===== src/rtl/kf_pkg.sv =====
// kf_pkg: shared widths, FSM encoding and fixed-point helpers for the Kalman filter stages.
package kf_pkg;
    localparam int N_DEF    = 20;
    localparam int FRAC_DEF = 10;
    localparam logic signed [N_DEF-1:0] ONE = N_DEF'(1 << FRAC_DEF);

    // M states share 01xx and U states 10xx so the low bits give the element index
    typedef enum logic [3:0] {
        S_IDLE = 4'd0,
        S_DONE = 4'd1,
        S_M0   = 4'd4,
        S_M1   = 4'd5,
        S_M2   = 4'd6,
        S_M3   = 4'd7,
        S_U0   = 4'd8,
        S_U1   = 4'd9,
        S_U2   = 4'd10,
        S_U3   = 4'd11
    } state_t;

    function automatic logic signed [63:0] sat_n(input logic signed [63:0] x, input int w);
        logic signed [63:0] hi, lo;
        hi = (64'sd1 <<< (w - 1)) - 64'sd1;
        lo = -(64'sd1 <<< (w - 1));
        return x > hi ? hi : x < lo ? lo : x;
    endfunction
endpackage


===== src/rtl/fx_mac2.sv =====
// fx_mac2: saturating Q(FRAC) two-product sum, (a*b + c*d) >>> FRAC clamped to N bits.
module fx_mac2
    import kf_pkg::*;
#(
    parameter int N    = N_DEF,
    parameter int FRAC = FRAC_DEF
) (
    input  logic signed [N-1:0] a,
    input  logic signed [N-1:0] b,
    input  logic signed [N-1:0] c,
    input  logic signed [N-1:0] d,
    output logic signed [N-1:0] y
);
    localparam int W = 2 * N + 1;
    logic signed [W-1:0] sum, sh;
    assign sum = W'(a) * W'(b) + W'(c) * W'(d);
    assign sh  = sum >>> FRAC;
    assign y   = N'(sat_n(64'(sh), N));
endmodule


===== src/rtl/post_cov_semipar.sv =====
// post_cov_semipar: posterior covariance P_PRIOR - K*(H*P_PRIOR) on 2x2 Q(FRAC) matrices,
// one shared two-multiplier MAC stepped through eight compute cycles.
module post_cov_semipar
    import kf_pkg::*;
#(
    parameter int N    = N_DEF,
    parameter int FRAC = FRAC_DEF
) (
    input  logic                clk,
    input  logic                rst_n,
    input  logic                start,
    input  logic signed [N-1:0] k00,
    input  logic signed [N-1:0] k01,
    input  logic signed [N-1:0] k10,
    input  logic signed [N-1:0] k11,
    input  logic signed [N-1:0] h00,
    input  logic signed [N-1:0] h01,
    input  logic signed [N-1:0] h10,
    input  logic signed [N-1:0] h11,
    input  logic signed [N-1:0] pp00,
    input  logic signed [N-1:0] pp01,
    input  logic signed [N-1:0] pp10,
    input  logic signed [N-1:0] pp11,
    output logic                busy,
    output logic                done,
    output logic signed [N-1:0] P_POST00,
    output logic signed [N-1:0] P_POST01,
    output logic signed [N-1:0] P_POST10,
    output logic signed [N-1:0] P_POST11
);
    state_t state, state_nxt;
    logic signed [N-1:0] kr [4];
    logic signed [N-1:0] hr [4];
    logic signed [N-1:0] pr [4];
    logic signed [N-1:0] m [4];
    logic signed [N-1:0] post [4];
    logic signed [N-1:0] a, b, c, d, y;
    logic signed [N:0]   diff;
    logic [1:0]          idx;
    logic                is_m, is_u, idle, accept;

    assign idx    = state[1:0];
    assign is_m   = state[3:2] == 2'b01;
    assign is_u   = state[3];
    assign idle   = state == S_IDLE || state == S_DONE;
    assign accept = idle && start;

    always_ff @(posedge clk or negedge rst_n) begin
        if (!rst_n) state <= S_IDLE;
        else state <= state_nxt;
    end

    always_comb begin
        state_nxt = idle ? (start ? S_M0 : S_IDLE) : state == S_U3 ? S_DONE : state_t'(state + 4'd1);
    end

    // Row r = idx[1], column c = idx[0]; M phase uses H,P_PRIOR and U phase uses K,M
    always_comb begin
        a = is_u ? kr[{idx[1], 1'b0}] : hr[{idx[1], 1'b0}];
        c = is_u ? kr[{idx[1], 1'b1}] : hr[{idx[1], 1'b1}];
        b = is_u ? m[{1'b0, idx[0]}] : pr[{1'b0, idx[0]}];
        d = is_u ? m[{1'b1, idx[0]}] : pr[{1'b1, idx[0]}];
    end

    fx_mac2 #(.N(N), .FRAC(FRAC)) u_mac (
        .a(a),
        .b(b),
        .c(c),
        .d(d),
        .y(y)
    );

    assign diff = {pr[idx][N-1], pr[idx]} - {y[N-1], y};

    always_ff @(posedge clk or negedge rst_n) begin
        if (!rst_n) begin
            kr   <= '{default: '0};
            hr   <= '{default: '0};
            pr   <= '{default: '0};
            m    <= '{default: '0};
            post <= '{default: '0};
            busy <= 1'b0;
            done <= 1'b0;
        end else begin
            if (accept) begin
                kr <= '{k00, k01, k10, k11};
                hr <= '{h00, h01, h10, h11};
                pr <= '{pp00, pp01, pp10, pp11};
            end
            if (is_m) m[idx] <= y;
            if (is_u) post[idx] <= N'(sat_n(64'(diff), N));
            busy <= accept || (busy && state != S_U3);
            done <= state == S_U3;
        end
    end

    assign P_POST00 = post[0];
    assign P_POST01 = post[1];
    assign P_POST10 = post[2];
    assign P_POST11 = post[3];
endmodule


===== config.mk =====
export PLATFORM = sky130hd
export DESIGN_NAME = post_cov_semipar
export DESIGN_NICKNAME = d
export VERILOG_FILES = /design/src/rtl/kf_pkg.sv /design/src/rtl/fx_mac2.sv /design/src/rtl/post_cov_semipar.sv
export SDC_FILE = /design/constraint.sdc
export NUM_CORES = 2
export LEC_CHECK = 0
export ABC_AREA = 1
export CAP_MARGIN = 15
export CORE_MARGIN = 3
export CORE_UTILIZATION = 65
export DETAILED_ROUTE_END_ITERATION = 6
export DONT_BUFFER_PORTS = 1
export PLACE_DENSITY = 0.88
export SLEW_MARGIN = 20
export SYNTH_ARGS = -nofsm -noshare
export SYNTH_HDL_FRONTEND = slang
export SYNTH_SLANG_ARGS = --single-unit

===== constraint.sdc =====
create_clock -name clk -period 34.9 [get_ports clk]
set_input_delay 1.745 -clock clk [delete_from_list [all_inputs] [get_ports clk]]
set_output_delay 1.745 -clock clk [all_outputs]
set_load 0.05 [all_outputs]

Yosys cells after proc, flatten, opt, wreduce, memory -nomap -nowiden
Index checks and enable logic that the tools add are counted.
{"block": "word_totals", "elab_cells": 95, "inputBits": 243, "reg_bits": 406, "out_inout_bits": 82}
{"block": "classes", "muxes": 42, "magnitude_cmp": 10, "eq_ne": 4, "reduce_logical": 6, "multipliers": 2, "add_sub_neg": 3, "n_bitwise": 5}
{"operator": "$mux W20", "count": 27}
{"operator": "$bmux W20 S2", "count": 9}
{"operator": "$bwmux W80", "count": 2}
{"operator": "$mul A20 B20 Y40", "count": 2}
{"operator": "$add A40 B40 Y41", "count": 1}
{"operator": "$demux W20 S2", "count": 1}
{"operator": "$gt A31 B20 Y1 const B", "count": 1}
{"operator": "$lt A31 B20 Y1 const B", "count": 1}
{"operator": "$gt A21 B20 Y1 const B", "count": 1}
{"operator": "$lt A21 B20 Y1 const B", "count": 1}
{"operator": "$sub A20 B20 Y21", "count": 1}
{"operator": "$ge A3 B3 Y1 const B", "count": 5}
{"operator": "$not A2 Y3", "count": 4}
{"operator": "$mux W4", "count": 2}
{"operator": "$add A4 B1 Y4 const B", "count": 1}
{"operator": "$eq A4 B1 Y1 const B", "count": 1}
{"operator": "$eq A4 B4 Y1 const B", "count": 1}
{"operator": "$logic_not A4 Y1", "count": 1}
{"operator": "$ne A4 B4 Y1 const B", "count": 1}
{"operator": "$logic_and A1 B1 Y1", "count": 3}
{"operator": "$lt A3 B1 Y1 const B", "count": 1}
{"operator": "$mux W3", "count": 1}
{"operator": "$not A1 Y3", "count": 1}
{"operator": "$eq A2 B1 Y1 const B", "count": 1}
{"operator": "$logic_or A1 B1 Y1", "count": 2}

Logic depth before layout (Yosys ltp)
{"block": "logic_depth", "depth_word": 15, "depth_mapped": 63, "ltp_nobuf": 59}

Modules after synthesis
From an unflattened synthesis, not the netlist that was laid out.
{"block": "hier_totals", "cells_unflattened": 5933, "area_unflattened_um2": 51409.3}
{"mod": "fx_mac2", "cells_each": 4066, "seq_area_each_um2": 0.0, "area_each_um2": 32466.1, "instances": 1}
{"mod": "post_cov_semipar", "cells_each": 1867, "seq_area_each_um2": 10159.7, "area_each_um2": 18943.2, "instances": 1}

Worst setup path after synthesis
Ideal clock, no wire load.
{"block": "synth_timing", "path_type": "register -> register", "startpoint": "register state[1]", "endpoint": "register post, in the netlist P_POST00[13]", "slack_ns": 22.845, "path_buffers": 5, "synth_period_minus_slack_ns": 12.055, "stages_incl_launch_ff": 62, "setup_ns": 0.118, "t_arrival_ns": 11.937, "required_time_ns": 34.782, "path_cell_list": "dfrtp_1 buf_6 inv_4 clkbuf_1 clkbuf_1 nand2_1 a32oi_1 inv_1 clkbuf_1 nor2_1 inv_1 fa_1 inv_1 fa_1 inv_1 fa_1 inv_1 fa_1 [... 26 more ...] inv_1 ha_1 nand2_1 nor3_1 nor2_1 o21ai_2 a21oi_2 o21bai_1 nand3_1 nand2_1 nand2_1 nand2_1 xor2_1 nand2_1 inv_2 o21ai_0 nand2_1 nand2_1"}
{"block": "synth_via", "elab_chain_cells": 15, "elab_cells_between_ends": 38, "classes_between": "2 x add/sub; 2 x mul; 6 x order compare; 24 x mux; 3 x bitwise; 1 x reduce/logical"}
{"item": "start, declared", "line_no": "post_cov_semipar.sv:31", "rtl": "state_t state, state_nxt;"}
{"item": "start signal, assigned", "line_no": "post_cov_semipar.sv:50", "rtl": "else state <= state_nxt;"}
{"item": "$not A2 Y3, on equally long branches", "line_no": "post_cov_semipar.sv:59, post_cov_semipar.sv:60"}
{"item": "$bmux W20 S2, on equally long branches", "line_no": "post_cov_semipar.sv:59, post_cov_semipar.sv:60"}
{"item": "$mux W20, on equally long branches (3 in series)", "line_no": "post_cov_semipar.sv:59, post_cov_semipar.sv:60"}
{"item": "$mul A20 B20 Y40", "line_no": "fx_mac2.sv:16", "rtl": "assign sum = W'(a) * W'(b) + W'(c) * W'(d);"}
{"item": "$add A40 B40 Y41", "line_no": "fx_mac2.sv:16"}
{"item": "$lt A31 B20 Y1", "line_no": "kf_pkg.sv:25", "rtl": "return x > hi ? hi : x < lo ? lo : x;"}
{"item": "$mux W20 (2 in series)", "line_no": "kf_pkg.sv:25"}
{"item": "$sub A20 B20 Y21", "line_no": "post_cov_semipar.sv:73", "rtl": "assign diff = {pr[idx][N-1], pr[idx]} - {y[N-1], y};"}
{"item": "$lt A21 B20 Y1", "line_no": "kf_pkg.sv:25"}
{"item": "$mux W20 (2 in series)", "line_no": "kf_pkg.sv:25"}
{"item": "$bwmux W80 (*)", "line_no": "post_cov_semipar.sv:91", "rtl": "if (is_u) post[idx] <= N'(sat_n(64'(diff), N));"}
{"item": "end signal, assigned by index", "line_no": "post_cov_semipar.sv:91"}
{"item": "end, declared", "line_no": "post_cov_semipar.sv:36", "rtl": "logic signed [N-1:0] post [4];"}
Every way passes the cells marked *; elsewhere a longest branch is shown, timed or not. The select of a mux whose other input is x is not followed.
A chain may end at the register's enable or synchronous reset.

Final worst setup path
{"block": "layout_timing", "startpoint": "register state[3]", "endpoint": "register post, in the netlist P_POST00[14]"}
{"block": "layout_via", "elab_chain_cells": 11, "elab_cells_between_ends": 17, "classes_between": "2 x add/sub; 2 x mul; 4 x order compare; 9 x mux"}
{"item": "$mux W20, on equally long branches"}
{"item": "$mul A20 B20 Y40", "line_no": "fx_mac2.sv:16"}
{"item": "$add A40 B40 Y41", "line_no": "fx_mac2.sv:16"}
{"item": "$lt A31 B20 Y1", "line_no": "kf_pkg.sv:25"}
{"item": "$mux W20 (2 in series)", "line_no": "kf_pkg.sv:25"}
{"item": "$sub A20 B20 Y21", "line_no": "post_cov_semipar.sv:73"}
{"item": "$lt A21 B20 Y1", "line_no": "kf_pkg.sv:25"}
{"item": "$mux W20 (2 in series)", "line_no": "kf_pkg.sv:25"}
{"item": "$bwmux W80", "line_no": "post_cov_semipar.sv:91"}
Several ways; a longest one is shown, not always the timed one.

==> run_results.csv <==
group,metric,value,unit
clocking,cts_tree,"yes",
logic_synthesis,yosysWarnings,0,
logic_synthesis,ys_top_cells_by_area,"fa_1 (37%), dfrtp_1 (21%), inv_1 (8.5%)",
logic_synthesis,synth_cell_type_count,51,
routing,viasPerCell,6.08,
logic_synthesis,avgSynthCellArea,9.15,µm²
routing,drt-wirelength-per-cell,24.2,µm
timing,fmax,67.5,MHz
routing,wl,154,mm
logic_synthesis,syn_inst,5408,
timing,slew_violations,0,
timing,tightest_slew,1230,ps
global_routing,gr-usage-met2,62.8,%
clocking,ctsResizeCount,0,
place,portBuffers,0,
die,ios,325,
timing,finClkSkew,39.3,ps
critical_path,slowest_stage,"nand2_1",
clocking,cts_buffers,37,
timing,finalHoldViolCount,0,
critical_path,end_kind,"flop",
run,cap_violations,0,
place,place.gp.congestion,1.05,
critical_path,cp_common_cell,"nand2_1",
global_routing,grt_max_degree,407,
routing,vias,38700,
clocking,cts.path.max_buffers,3,
die,initial_core_util,66.0,%
logic_synthesis,ys_seq_area_share,20.5,%
logic_synthesis,synth_top_area_share,37.1,%
routing,ant_nets,0,
critical_path,worstPathMaxFanout,57,
timing,rsz0062_at_grt,"no",
critical_path,r2r-start,"state[3]$_DFF_PN0_",
global_routing,grt-ovfl-total,0,
finish,nNetsFinal,6732,
timing,hold_ws,475,ps
global_routing,track_usage,39.5,%
critical_path,critPathLaunchType,"flop",
critical_path,cp_data_arrival_time,15220,ps
routing,route.detailed.drc,0,
global_routing,antenna_found_initial,19,
logic_synthesis,syn_nets,6793,
global_routing,grt_pass1_vias,42100,
global_routing,top_usage_layer,"met2",
critical_path,critical-path-max-stage-delay,750,ps
outcome,status,"finished clean",
logic_synthesis,synth-edff-count,0,
timing,min_period,14810,ps
logic_synthesis,synth_flop_cell,"dfrtp_1",
logic_synthesis,ys_ff_latch,406,
logic_synthesis,syn_area,49500,µm²
worst_hold_path,hp-start,"m[56]$_DFFE_PN0P_",
die,die_w,282,µm
finish,area_growth,4.86,%
clocking,hold_buffers,0,
critical_path,rrSetupSlack,20090,ps
timing,tns,0,ps
place,hpwl,124,mm
routing,dr.first_iter.drc_count,4717,
clocking,clock_latency,570,ps
global_routing,met1_usage,46.8,%
die,die_area,79500,µm²
clocking,clk_pin_slew_worst_paths,70,ps
finish,final_layout_size_suffix_gt1_share,8.63,%
critical_path,cp_top_family,"adder cells",
timing,max-slew-margin-rel,17.2,%
global_routing,grt_pass1_wl,236,mm
die,coreArea,74900,µm²
critical_path,cp_num_buf_inv,10,
routing,dr.pass1.iters,6,
die,rows,100,
worst_hold_path,hold_end,"m[56]$_DFFE_PN0P_",
logic_synthesis,async_flop_share,100,%
global_routing,grt.met3_usage,11.1,%
clocking,cts_num_sinks,406,
critical_path,cp_data_required_time,35320,ps
logic_synthesis,synth_top_cell_by_area,"fa_1",
critical_path,r2r_end,"P_POST00[14]$_DFFE_PN0P_",
die,die_h,282,µm
worst_hold_path,hold_path_class,"flop to flop",
timing,setup_viol,0,
clocking,cts_setup_buffers,0,
timing,period_share,42.4,%
clocking,cts_htree_levels,2,
worst_hold_path,min_path_cells,2,
critical_path,crit_type,"flop to flop",
critical_path,reg2reg_depth,49,
clocking,cts_root_buffer,"clkbuf_16",
-- sequential cells by signal (all words and copies together), names as in the netlist --
signal,flops
done,1
pr,80
busy,1
m,80
hr,80
P_POST11,20
P_POST00,20
kr,80
state,4
P_POST10,20
P_POST01,20
-- worst min-delay path: cells and delay by family (launching register included) --
family	cells	cell delay [ps]
DFF	1	340
and+or+nand+nor	2	100
-- stage by stage --
stage	cells	cell area, µm²	worst slack (ps)	util [%]
after floorplan	5408	49500	22840	-
after global placement	6277	50600	20830	67.5
after CTS	6343	51800	20510	69.1
after global routing	6355	51900	19400	69.2
final	6365	51900	20090	69.2
after detailed placement	6277	50600	20620	67.5
-- worst max-delay path by stage --
| stage | end | from | cells after the start | slack (ps) |
|---|---|---|---|---|
| final | P_POST00[14]$_DFFE_PN0P_ | state[3]$_DFF_PN0_ | 49 | 20090 |
| after global routing | P_POST00[14]$_DFFE_PN0P_ | state[3]$_DFF_PN0_ | 51 | 19400 |
| after CTS | P_POST00[14]$_DFFE_PN0P_ | state[3]$_DFF_PN0_ | 48 | 20510 |
| after detailed placement | P_POST00[14]$_DFFE_PN0P_ | state[3]$_DFF_PN0_ | 48 | 20620 |
| after global placement | P_POST10[15]$_DFFE_PN0P_ | state[3]$_DFF_PN0_ | 52 | 20830 |
| after floorplan | P_POST00[13]$_DFFE_PN0P_ | state[1]$_DFF_PN0_ | 61 | 22840 |
-- cell usage in the layout (no fill, tap or decap), types with 4 or more instances in the layout --
cell type  netlist  routed
a21oi_1        105     105
ha_1           226     226
a32oi_1         38      38
dfrtp_1        406     404
nor2_2           4       6
inv_6            1       4
nand4_1          5       5
o21ai_1         20      24
clkinv_1        29      29
nor4_1           6       6
xor2_1          33      33
a31oi_1         16      16
nand3_1         52      51
nand2_2         20      20
or2_2            4       4
nand2_4         23      23
buf_4            1      90
clkbuf_1       153      12
clkbuf_8         0       6
inv_1         1116    1115
mux2i_1         56      56
clkbuf_16        0      37
diode_2          0      22
o21ai_2          7       9
nand2_1       1078    1078
fa_1           916     916
mux2_2         240     240
nor3_1           8       8
nor2_1         599     597
o21ai_0        134     128
xnor2_1         25      25
a21boi_0         9       9
a21o_1           9       9
o21bai_1         9       9
-- cell families after synthesis --
logic type | after synthesis | synth area share, %
and+or+nand+nor | 1809 | 14.5
buffers and inverters | 1341 | 10.3
adders and majority gates | 1142 | 42.8
DFF | 406 | 20.5
AOI/OAI and AO/OA | 356 | 4.18
muxes | 296 | 6.60
xor gates and xnor gates | 58 | 1.03
-- synthesized netlist by cell type (2+ instances only) --
cell and count:
buf_6 3, o21a_1 2, nand3_1 52, o21ai_1 20
o211ai_1 2, clkbuf_1 153, a21oi_1 105, nor2_1 599
clkinv_1 29, mux2i_1 56, a31oi_1 16, nor3_1 8
buf_1 19, and3_1 2, inv_2 3, fa_1 916
o21ai_0 134, ha_1 226, nand4_1 5, nor4_1 6
nor2_2 4, nand2_1 1078, buf_12 2, nand2_2 20
a21boi_0 9, buf_2 13, a21o_1 9, mux2_2 240
a32oi_1 38, nand2_4 23, nor3_2 2, o21ai_2 7
xor2_1 33, or2_2 4, dfrtp_1 406, nor4_2 2
o21bai_1 9, inv_1 1116, xnor2_1 25
-- final cells by class --
class / count / area, µm²
clock buffers: 55 / 1050
inverters: 1150 / 4330
flip-flops and latches: 406 / 10200
fillers: 5287 / 23100
clock inverters: 11 / 151
multi-input cells: 3661 / 34200
diodes: 22 / 55.1
well taps: 969 / 1210
repair buffers: 91 / 687
-- per-layer routing --
layer | routed length [µm] | share of wire, % | vias to the layer above
li1 | - | - | 16000
met1 | 49900 | 32 | 19200
met3 | 17800 | 12 | 839
met2 | 72400 | 47 | 2688
met5 | 63 | 0.041 | -
met4 | 13600 | 8.9 | 10
Power is left out: the tool's default activity adds up to more than one toggle a clock period on the data nets, which glitch-free logic cannot reach.
